$ cat config.mk
export PLATFORM = sky130hd
export DESIGN_NAME = dot_product_seq
export DESIGN_NICKNAME = d
export VERILOG_FILES = /design/src/rtl/dot_product_seq.sv
export SDC_FILE = /design/constraint.sdc
export NUM_CORES = 1
export LEC_CHECK = 0
export CAP_MARGIN = 15
export CORE_ASPECT_RATIO = 0.7
export CORE_UTILIZATION = 47
export CTS_CLUSTER_SIZE = 12
export DETAILED_ROUTE_END_ITERATION = 7
export PLACE_DENSITY = 0.9
export SLEW_MARGIN = 20
export SYNTH_ARGS = -nofsm -noshare
export SYNTH_HDL_FRONTEND = slang
export SYNTH_SLANG_ARGS = --single-unit
$ cat constraint.sdc
create_clock -name clk -period 11.81 [get_ports clk]
set_input_delay 1.7715 -clock clk [delete_from_list [all_inputs] [get_ports clk]]
set_output_delay 1.7715 -clock clk [all_outputs]
set_load 0.02 [all_outputs]
$ cat src/rtl/dot_product_seq.sv
// dot_product_seq: streams len 32-bit word pairs through one popcount(a & b)
// unit and accumulates the per-word counts into a single result.
module dot_product32 (
  input  logic [31:0] a,
  input  logic [31:0] b,
  output logic [5:0]  dot
);
  logic [31:0] both;

  assign both = a & b;

  always_comb begin
    dot = '0;
    for (int i = 0; i < 32; i++) begin
      dot = dot + 6'(both[i]);
    end
  end
endmodule

module dot_product_seq #(
  parameter int MAX_WORDS = 8,
  parameter int CNT_W     = 4,
  parameter int ACC_W     = 9
) (
  input  logic             clk,
  input  logic             reset,
  input  logic             start,
  input  logic [CNT_W-1:0] len,
  input  logic             abort,
  input  logic             in_valid,
  input  logic [31:0]      in_a,
  input  logic [31:0]      in_b,
  output logic             in_ready,
  output logic             out_valid,
  output logic [ACC_W-1:0] out_result,
  input  logic             out_ready,
  output logic             busy
);
  typedef enum logic [1:0] {
    IDLE = 2'd0,
    LOAD = 2'd1,
    DONE = 2'd2
  } state_t;

  localparam logic [CNT_W-1:0] MAX_CNT = CNT_W'(MAX_WORDS);

  state_t           state, state_n;
  logic [ACC_W-1:0] acc, acc_n;
  logic [CNT_W-1:0] remaining, remaining_n;
  logic [CNT_W-1:0] len_clamp;
  logic [5:0]       dot;
  logic             beat;

  dot_product32 u_dot (
    .a   (in_a),
    .b   (in_b),
    .dot (dot)
  );

  // Handshake outputs are pure state decodes: no input-to-output paths.
  assign in_ready   = (state == LOAD);
  assign out_valid  = (state == DONE);
  assign busy       = (state != IDLE);
  assign out_result = acc;

  assign beat      = in_valid && in_ready;
  assign len_clamp = (len > MAX_CNT) ? MAX_CNT : len;

  always_comb begin
    state_n     = state;
    acc_n       = acc;
    remaining_n = remaining;
    unique case (state)
      IDLE: begin
        if (start) begin
          acc_n = '0;
          if (len_clamp == '0) begin
            remaining_n = '0;
            state_n     = DONE;
          end else begin
            remaining_n = len_clamp;
            state_n     = LOAD;
          end
        end
      end
      LOAD: begin
        if (abort) begin
          acc_n       = '0;
          remaining_n = '0;
          state_n     = IDLE;
        end else if (beat) begin
          acc_n       = acc + ACC_W'(dot);
          remaining_n = remaining - 1'b1;
          if (remaining == CNT_W'(1)) begin
            state_n = DONE;
          end
        end
      end
      DONE: begin
        if (abort) begin
          acc_n       = '0;
          remaining_n = '0;
          state_n     = IDLE;
        end else if (out_ready) begin
          state_n = IDLE;
        end
      end
      default: begin
        acc_n       = '0;
        remaining_n = '0;
        state_n     = IDLE;
      end
    endcase
  end

  always_ff @(posedge clk) begin
    if (reset) begin
      state     <= IDLE;
      acc       <= '0;
      remaining <= '0;
    end else begin
      state     <= state_n;
      acc       <= acc_n;
      remaining <= remaining_n;
    end
  end
endmodule

==> metrics.yaml <==
cells_and_area:
  fin_util_pct: 73.2
  regArea_sq_um: 300
  multi_input_area_sq_um: 1560
  syn2layout_area_growth_pct: 44.7
  fillers: 310
  diodes: 0
  fin_nets: 433
  drive_gt1_share_pct: 5.05
floorplan:
  io_pins: 86
  fp-row-count: 19
  core_area_sq_um: 4070
  die_w_um: 81.0
  die_h_um: 57.3
  die_area_sq_um: 4650
  start_util_pct: 50.6
power:
  p_switching_uw: 286
  power_uw: 598
  pwr-share-comb_pct: 81.0
  ir_drop_mv: 0.131
  seqPwrFrac_pct: 11.5
  p_per_area_nw_per_um2: 201
  switching_share_pct: 47.8
  power.internal_uw: 312
  power.leakage_uw: 0.00132
  clkPwrFrac_pct: 7.4
timing:
  drv_slew: 0
  rsz0062_at_grt: "no"
  fin_worst_skew_ps: 0.984
  finalSetupTns_ps: 0
  relSlewSlack_pct: 55.1
  worst_pin_slew_ps: 671
  setup_violations: 0
  post-route-min-period_ps: 8140
  hold_viol_final: 0
  min_period_over_period_pct: 69.0
  fmaxAchievable_ghz: 0.123
clock_tree:
  cts_buffers: 3
  cts_tree: "yes"
  cts-root-buf: "clkbuf_8"
  cts_max_level: 1
  clk_latency_ps: 260
  ctsHoldBuffers: 0
  cts_buffer_depth: 2
  clk_pin_slew_ps: 70
  cts_resized: 0
  cts_setup_buffers: 0
  cts_sinks: 15
yosys:
  syn_inst: 233
  synth_top_area_share_pct: 24.3
  yosysTopAreaCell: "fa_1"
  synth_top_family_by_area: "adder cells"
  syn-cell-area_sq_um: 2060
  yosys.cell_count.top_type: "inv_1"
  synth_async_sr_flop_share_pct: 0
  syn-num-nets: 348
  ys_top_cells_by_count: "40 x inv_1, 25 x fa_1, 23 x nand2_1, 17 x and2_1, 16 x ha_1"
  synth-edff-count: 0
  synthAdderAreaFrac_pct: 34.1
  synth_mux_area_share_pct: 1.46
  ys_seq_area_share_pct: 14.6
  ys.flop_type: "dfxtp_1"
  ys_top_cells_by_area: "fa_1 24%, dfxtp_1 15%, ha_1 9.7%"
  ys_types: 46
  ys_ff_latch: 15
  synthSimpleGateAreaFrac_pct: 24.9
  yosys_warnings: 0
  synthXorXnorAreaFrac_pct: 2.56
  syn_area_per_cell_sq_um: 8.82
  synth_compound_area_share_pct: 13.0
setup_path:
  crit_top_cell: "fa_1"
  cp_top_family: "adder cells"
  crit_type: "in2reg"
  cpMaxStageDelayCell: "fa_1"
  crit_path_end_kind: "flop"
  worst-path-stages: 19
  crit_required_ps: 12000
  critical_path_arrival_ps: 8330
  r2r_cells: 7
  max_stage_delay_ps: 550
  startpoint_type: "input pin"
  worstPathMaxFanout: 3
  cp_cell_sequence: "clkdlybuf4s50_1 > and2_1 > ha_1 > inv_1 > fa_1 > fa_1 > fa_1 > fa_1 > fa_1 > inv_1 > fa_1 > fa_1 > inv_1 > fa_1 > fa_1 > nor2b_1 > o31ai_1 > a2111oi_0 > mux2i_1"
  worst-path-buf-inv: 4
route:
  num_vias: 1885
  highest_layer: "met4"
  wl_per_cell_um: 13.2
  first_iter_violations: 98
  drc: 0
  wl_met3_um: 369
  via_per_inst: 5.11
  dr_wl_met2_mm: 2.36
  drt_first_pass_iters: 4
  wl_met1_mm: 2.11
  ant_nets: 0
  wl_mm: 4.88
global_routing:
  grt_start_max_net_pins: 16
  grt_pass1_vias: 1820
  grt_overflow: 0
  grt_pass1_wl_mm: 8.05
  globalRouteTotalUtil_pct: 22.4
  antenna_found_initial: 0
run:
  cap_violations: 0
run_status:
  run_status: "complete, no violations"
place:
  gp_congestion: 0.827
  dp_hpwl_mm: 4.11
  port_buffers: 85
hold_path:
  min_path_type: "reg2reg"
  whs_path_depth: 2
logic make-up after synthesis:
kind of cell / Yosys count
XOR/XNOR: 6
AO/OA/AOI/OAI: 36
buffers and inverters: 45
adder cells (fa/ha/maj): 41
multiplexers: 3
flip-flops: 15
AND/OR/NAND/NOR: 87
stage by stage:
stage	worst slack (ps)	hold WS [ps]	area (sq um)	instances
2_1_floorplan	4080	493	2060	233
3_3_place_gp	3480	463	2930	365
3_5_place_dp	3410	473	2930	365
4_1_cts	3650	489	2980	369
5_1_grt	3340	498	2980	369
6_report	3670	485	2980	369
routing by layer:
layer,vias up,GRT usage (%)
met2,78,36.6
met4,0,4.59
met1,866,30.8
met3,5,4.48
met5,-,0
li1,936,-
flip-flops by register name (all words and copies together) (netlist names):
name / count
out_result: 9
state: 2
remaining: 4
layout make-up:
cell class / instances / area share (%)
tap: 52 / 2.19
timing repair buffer: 85 / 28.6
clock inverter: 1 / 0.168
multi-input combinational: 173 / 52.5
clock buffer: 3 / 1.39
sequential: 15 / 10.1
inverter: 40 / 5.05
final timing paths:
| check | startpoint | endpoint | slack, ps |
|---|---|---|---|
| worst max-delay path | in_a[1] | out_result[8]$_SDFFE_PP0P_ | 3670 |
| worst min-delay path | out_result[7]$_SDFFE_PP0P_ | out_result[7]$_SDFFE_PP0P_ | 490 |
| worst max register to register | out_result[0]$_SDFFE_PP0P_ | out_result[8]$_SDFFE_PP0P_ | 9630 |
| worst min register to register | out_result[7]$_SDFFE_PP0P_ | out_result[7]$_SDFFE_PP0P_ | 490 |
power by group through the flow:
stage / combinational [uW] / sequential (uW) / clock, uW
5_1_grt: 550 / 69.9 / 46.9
6_report: 484 / 68.9 / 44.5
3_3_place_gp: 452 / 69.2 / 0
3_5_place_dp: 485 / 69.4 / 0
2_1_floorplan: 377 / 66.9 / 0
4_1_cts: 486 / 68.5 / 44.3
cells in the final DEF (no fill, tap or decap), types with 3 or more instances in the layout:
master	n
clkdlybuf4s50_1	85
inv_1	40
fa_1	25
nand2_1	23
and2_1	17
ha_1	16
dfxtp_1	15
nor2_1	13
a21oi_1	7
a21o_1	5
o21ai_0	5
a211oi_1	5
nor3_1	5
nor2b_1	4
xnor2_1	4
o21a_1	3
a22oi_1	3
nand3_1	3
mux2i_1	3
nand2b_1	3
clkbuf_8	3
tightest hold or removal path, cell delays in order (launching register included):
cell	delay [ps]
dfxtp_1	320
nand2_1	50
mux2i_1	60
Note: power is estimated with default switching activity, not from simulation.
